File: src/rtl/mux4_reg_if.sv
// mux4_reg_if: data/select/valid bundle for mux4_reg; out_par exists only when MUX4_PARITY_EN is defined
interface mux4_reg_if #(parameter int WIDTH = 1);
    logic [WIDTH-1:0] a, b, c, d, out;
    logic [1:0] sel, sel_q;
    logic in_valid, out_valid;
`ifdef MUX4_PARITY_EN
    logic out_par;
`endif
    modport master (
        output a, b, c, d, sel, in_valid,
`ifdef MUX4_PARITY_EN
        input out_par,
`endif
        input out, out_valid, sel_q
    );
    modport slave (
        input a, b, c, d, sel, in_valid,
`ifdef MUX4_PARITY_EN
        output out_par,
`endif
        output out, out_valid, sel_q
    );
endinterface

File: src/rtl/mux4_reg.sv
// mux4_reg: registered 4:1 selector with valid and select echo; MUX4_PARITY_EN adds a registered parity bit
module mux4_reg #(
    parameter int WIDTH = 1
) (
    input logic clk,
    input logic rst_n,
    mux4_reg_if.slave bus
);
    logic [WIDTH-1:0] picked;
    // pure combinational pick ahead of the output register
    always_comb picked = bus.sel[1] ? (bus.sel[0] ? bus.d : bus.c) : (bus.sel[0] ? bus.b : bus.a);
    // capture on in_valid, otherwise hold data/select and drop valid
    always_ff @(posedge clk or negedge rst_n) begin
        if (!rst_n) begin
            bus.out <= '0;
            bus.sel_q <= '0;
            bus.out_valid <= 1'b0;
        end else begin
            bus.out_valid <= bus.in_valid;
            if (bus.in_valid) begin
                bus.out <= picked;
                bus.sel_q <= bus.sel;
            end
        end
    end
`ifdef MUX4_PARITY_EN
    // parity of the selected word follows the same capture/hold rules as out
    always_ff @(posedge clk or negedge rst_n) begin
        if (!rst_n) bus.out_par <= 1'b0;
        else if (bus.in_valid) bus.out_par <= ^picked;
    end
`endif
endmodule

File: src/flat_wrapper.sv
// flat-port wrapper written by rule: the top's interface ports become plain ports
module mux4_reg_flat 
#(
    parameter int WIDTH = 1
)
  (clk, rst_n, bus_a, bus_b, bus_c, bus_d, bus_sel, bus_in_valid, bus_out, bus_out_valid, bus_sel_q);
  mux4_reg_if #(.WIDTH(WIDTH)) bus_i ();
  input logic clk;
  input logic rst_n;
  input wire logic [$bits(bus_i.a)-1:0] bus_a;
  input wire logic [$bits(bus_i.b)-1:0] bus_b;
  input wire logic [$bits(bus_i.c)-1:0] bus_c;
  input wire logic [$bits(bus_i.d)-1:0] bus_d;
  input wire logic [$bits(bus_i.sel)-1:0] bus_sel;
  input wire logic [$bits(bus_i.in_valid)-1:0] bus_in_valid;
  output wire logic [$bits(bus_i.out)-1:0] bus_out;
  output wire logic [$bits(bus_i.out_valid)-1:0] bus_out_valid;
  output wire logic [$bits(bus_i.sel_q)-1:0] bus_sel_q;
  assign bus_i.a = bus_a;
  assign bus_i.b = bus_b;
  assign bus_i.c = bus_c;
  assign bus_i.d = bus_d;
  assign bus_i.sel = bus_sel;
  assign bus_i.in_valid = bus_in_valid;
  assign bus_out = bus_i.out;
  assign bus_out_valid = bus_i.out_valid;
  assign bus_sel_q = bus_i.sel_q;
  mux4_reg #(.WIDTH(WIDTH)) u_core (.clk(clk), .rst_n(rst_n), .bus(bus_i));
endmodule
File: config.mk
export PLATFORM = sky130hd
export DESIGN_NAME = mux4_reg_flat
export DESIGN_NICKNAME = d
export VERILOG_FILES = /design/src/rtl/mux4_reg_if.sv /design/src/rtl/mux4_reg.sv /design/src/flat_wrapper.sv
export SDC_FILE = /design/constraint.sdc
export NUM_CORES = 1
export LEC_CHECK = 0
export CAP_MARGIN = 20
export CORE_AREA = 2 2 39 41
export CTS_BUF_LIST = sky130_fd_sc_hd__clkbuf_4
export CTS_CLUSTER_SIZE = 24
export DETAILED_ROUTE_END_ITERATION = 10
export DIE_AREA = 0 0 41 43
export GPL_TIMING_DRIVEN = 0
export RECOVER_POWER = 50
export SLEW_MARGIN = 10
export SYNTH_ARGS = -nofsm -noshare
export SYNTH_HDL_FRONTEND = slang
export SYNTH_SLANG_ARGS = --single-unit
export TNS_END_PERCENT = 20
File: constraint.sdc
create_clock -name clk -period 1.3 [get_ports clk]
set_clock_uncertainty 0.2 [all_clocks]
set_input_delay 0.26 -clock clk [delete_from_list [all_inputs] [get_ports clk]]
set_output_delay 0.26 -clock clk [all_outputs]
set_load 0.005 [all_outputs]
### After elaboration in Yosys (flattened, before gate mapping)

Cells that the tools add are included.

* multiplexer cells: 3

Operators by type and width (number)
* 2-to-1 mux 1 bit: 3

* bits of input ports: 9
* output and inout bits: 4
* logic and storage cells: 6
* flip-flop bits (word level): 4

### Logic depth before layout (Yosys ltp)

Gate-level depths: netlist of run 1.

* depth after elaboration: 2
* depth in mapped cells: 3

### Worst setup path before layout of run 1

No wires, ideal clock.

* kind: in2reg
* start: input port bus_sel[0]
* end: register u_core.bus.out
* buffers on the path: 0
* data required time: 976 ps
* path slack: 250 ps
* stages on the path: 3
* data arrival time: 726 ps
* cells stage by stage: mux2i_1 -> nor2_1 -> a211o_1

* word-level cells in the longest chain between the ends: 2
* elaborated cells on any way between the ends: 3
* those cells by class: mux: 3

Ends and longest elaborated chain
* start: declaration: line flat_wrapper.sv:14 `input wire logic [$bits(bus_i.sel)-1:0] bus_sel;`
* 2-to-1 mux 1 bit: line mux4_reg.sv:11 `always_comb picked = bus.sel[1] ? (bus.sel[0] ? bus.d : bus.c) : (bus.sel[0] ? bus.b : bus.a);`
* 2-to-1 mux 1 bit *: line mux4_reg.sv:11
* end signal: assignment: line mux4_reg.sv:21 `bus.out <= picked;`
* end: declaration: line mux4_reg_if.sv:21 `output out, out_valid, sel_q`

Every way passes the cells marked *; elsewhere a longest branch is shown, timed or not.
A chain may end at the register's enable or synchronous reset.

### Final worst setup path of run 1

* start: register u_core.bus.sel_q[0]
* end: output port bus_sel_q[0]

RTL lines
* start: declaration: line mux4_reg_if.sv:21
* start signal: assignment: line mux4_reg.sv:22 `bus.sel_q <= bus.sel;`
* end: declaration: line flat_wrapper.sv:18 `output wire logic [$bits(bus_i.sel_q)-1:0] bus_sel_q;`

No word-level cell between the ends.

==> flow_metrics.tcl, run 1 <==
set metrics [dict create \
    wirelength_um 354 \
    grt_first_pass_wirelength_um 565 \
    holdCritPathClass "input pin to register" \
    powerDensity_nw_per_um2 1100 \
    power_frac_clock_pct 42.7 \
    p_leak_nw 0.147 \
    clk_path_buf_depth 2 \
    synthToLayoutAreaGrowth_pct 93.2 \
    fmax_mhz 793 \
    cts.sinks 4 \
    viasPerCell 3.38 \
    status "finished, final reports clean" \
    whs_ps 42.8 \
    cts_buffers 3 \
    drive_gt1_share_pct 13.8 \
    drv_cap 0 \
    dr.pass1.iters 1 \
    drc 0 \
    io_pins 13 \
    p_int_mw 0.282 \
    hold_buffers 0 \
    crit_start "u_core.bus.sel_q[0]" \
    die_y_um 43 \
    drtIter0Drc 0 \
    fin_tns_setup_ps 0 \
    drtAntennaViolNets 0 \
    seqPwrFrac_pct 39.9 \
    crit_arrival_ps 800 \
    min_period_over_period_pct 97.0 \
    netlist_area_um2 166 \
    grt_start_max_net_pins 7 \
    die_x_um 41 \
    overflow 0 \
    endpoint_kind "output pin" \
    final_cells 45 \
    synth_cells 14 \
    criticalPathCategory "register to output pin" \
    placedCellCount 42 \
    diodes 0 \
    die-area_um2 1760 \
    final_hold_viol_count 0 \
    ys_types 9 \
    vdd_drop_max_mv 0.231 \
    coreArea_um2 1380 \
    io_buffers 12 \
    wl_per_cell_um 7.87 \
    comb_power_share_pct 17.4 \
    row_count 14 \
    start_util_pct 12.0 \
    cp_max_fo 2 \
    avgSynthCellArea_um2 11.9 \
    grt_pass1_vias 167 \
    fillers 162 \
    dr_total_vias 152 \
    min_period_ps 1260 \
    yosysWarnings 0 \
    yosys_register_bits 4 \
    slowest_stage "dfrtp_1" \
    max_stage_delay_ps 360 \
    crit_chain "clkdlybuf4s15_1" \
    critPathTopFamily "flip-flops" \
    worst-path-buf-inv 1 \
    antenna_found_initial 0 \
    maxSlewHeadroom_pct 84.5 \
    worst_pin_slew_ps 233 \
    track_usage_pct 5.34 \
    ys_seq_area_share_pct 60.2 \
    clk_latency_ps 230 \
    cts-root-buf "clkbuf_4" \
    gp_congestion 0.623 \
    r2r_start "u_core.bus.out" \
    rsz0062_at_grt "no" \
    cp.required_ps 840 \
    power.switching_mw 0.0732 \
    synth_fp_nets 23 \
    post-cts-setup-buffers 0 \
    switching_share_pct 20.6 \
    place_hpwl_um 301 \
    htreeDepth 1 \
    cts_tree "yes" \
    setup_viol 0 \
    slew_viol_final 0 \
    clkTransAtPathRegs_ps 40 \
    worstHoldStart "bus_in_valid" \
    start_kind "register" \
    layout.nets 40 \
]
## metal layers
layer  global-route usage [%]  share of wire [%]
met5                        0                  0
met4                     10.0                  0
met3                        0                8.5
met2                     6.25                 49
met1                     5.84                 42
## kinds of logic after synthesis
| kind of cell | after synthesis | synth area share, % |
|---|---|---|
| AO/OA/AOI/OAI | 2 | 8.27 |
| buffers and inverters | 1 | 2.25 |
| flip-flops | 4 | 60.2 |
| multiplexers | 3 | 18.8 |
| AND/OR/NAND/NOR | 4 | 10.5 |
## timing repair
action | CTS | global route
cloned | 0 | 0
endpoints found under the setup margin | 5 | 2
resized for setup | 8 | 2
## power groups by stage
stage                     Sequential, mW  Clock [mW]  Combinational [mW]
after floorplan                    0.144           0              0.0165
after global placement             0.143           0              0.0714
after detailed placement           0.143           0              0.0725
after CTS                          0.142       0.162              0.0656
after global routing               0.143       0.163              0.0680
final                              0.141       0.151              0.0618
## through the flow
stage          utilization [%]  setup slack (ps)  power [mW]  area (um2)
2_1_floorplan                -               250       0.161         166
3_3_place_gp              22.2              -366       0.215         307
3_5_place_dp              22.2              -384       0.216         307
4_1_cts                   23.6              1.05       0.369         327
5_1_grt                   23.2              6.69       0.374         322
6_report                  23.2              39.6       0.355         322
## worst paths after layout
check	endpoint	depth (start not counted)	slack [ps]
worst max-delay path	bus_sel_q[0]	1	40
worst min-delay path	u_core.bus.out_valid	1	40
worst max register to register	u_core.bus.out	2	260
worst min register to register	u_core.bus.sel_q[0]	1	300
max in group asynchronous	u_core.bus.sel_q[0]	1	640
min in group asynchronous	u_core.bus.out	1	100
## Yosys cell counts
library cell	n	area [um2]
dfrtp_1	4	100
mux2i_1	2	20.0
nor2_1	2	7.51
a211o_1	1	8.76
inv_1	1	3.75
mux2_2	1	11.3
nand2_1	1	3.75
nor2b_1	1	6.26
o21ai_0	1	5.00
## layout make-up
cell class / count / area [um2] / share of cell area, %
clock buffer: 3 / 22.5 / 7.00
inverter: 1 / 3.75 / 1.17
timing repair buffer: 12 / 113 / 35.0
sequential: 4 / 100 / 31.1
multi-input combinational: 9 / 62.6 / 19.5
tap: 16 / 20.0 / 6.23
## layout by cell type (no fill, tap or decap)
master           n
dlygate4sd2_1    1
nand2_1          1
nor2_1           2
a211o_1          1
o21ai_0          1
inv_1            1
clkdlybuf4s50_1  5
mux2_2           1
dlygate4sd3_1    1
nor2b_1          1
clkbuf_4         3
mux2i_1          2
clkbuf_1         1
clkdlybuf4s15_1  4
dfrtp_1          4
## registers in the layout, summed over array words and instances, names as in the netlist
name                  count
u_core.bus.out            1
u_core.bus.out_valid      1
u_core.bus.sel_q          2
(Power assumes the default switching activity.)
==> run 2: changes to the inputs <==
CTS_CLUSTER_SIZE = unset   (was 24)
==> results of run 2 <==
No change in the layout: final DEF, timing and power equal those of run 1.
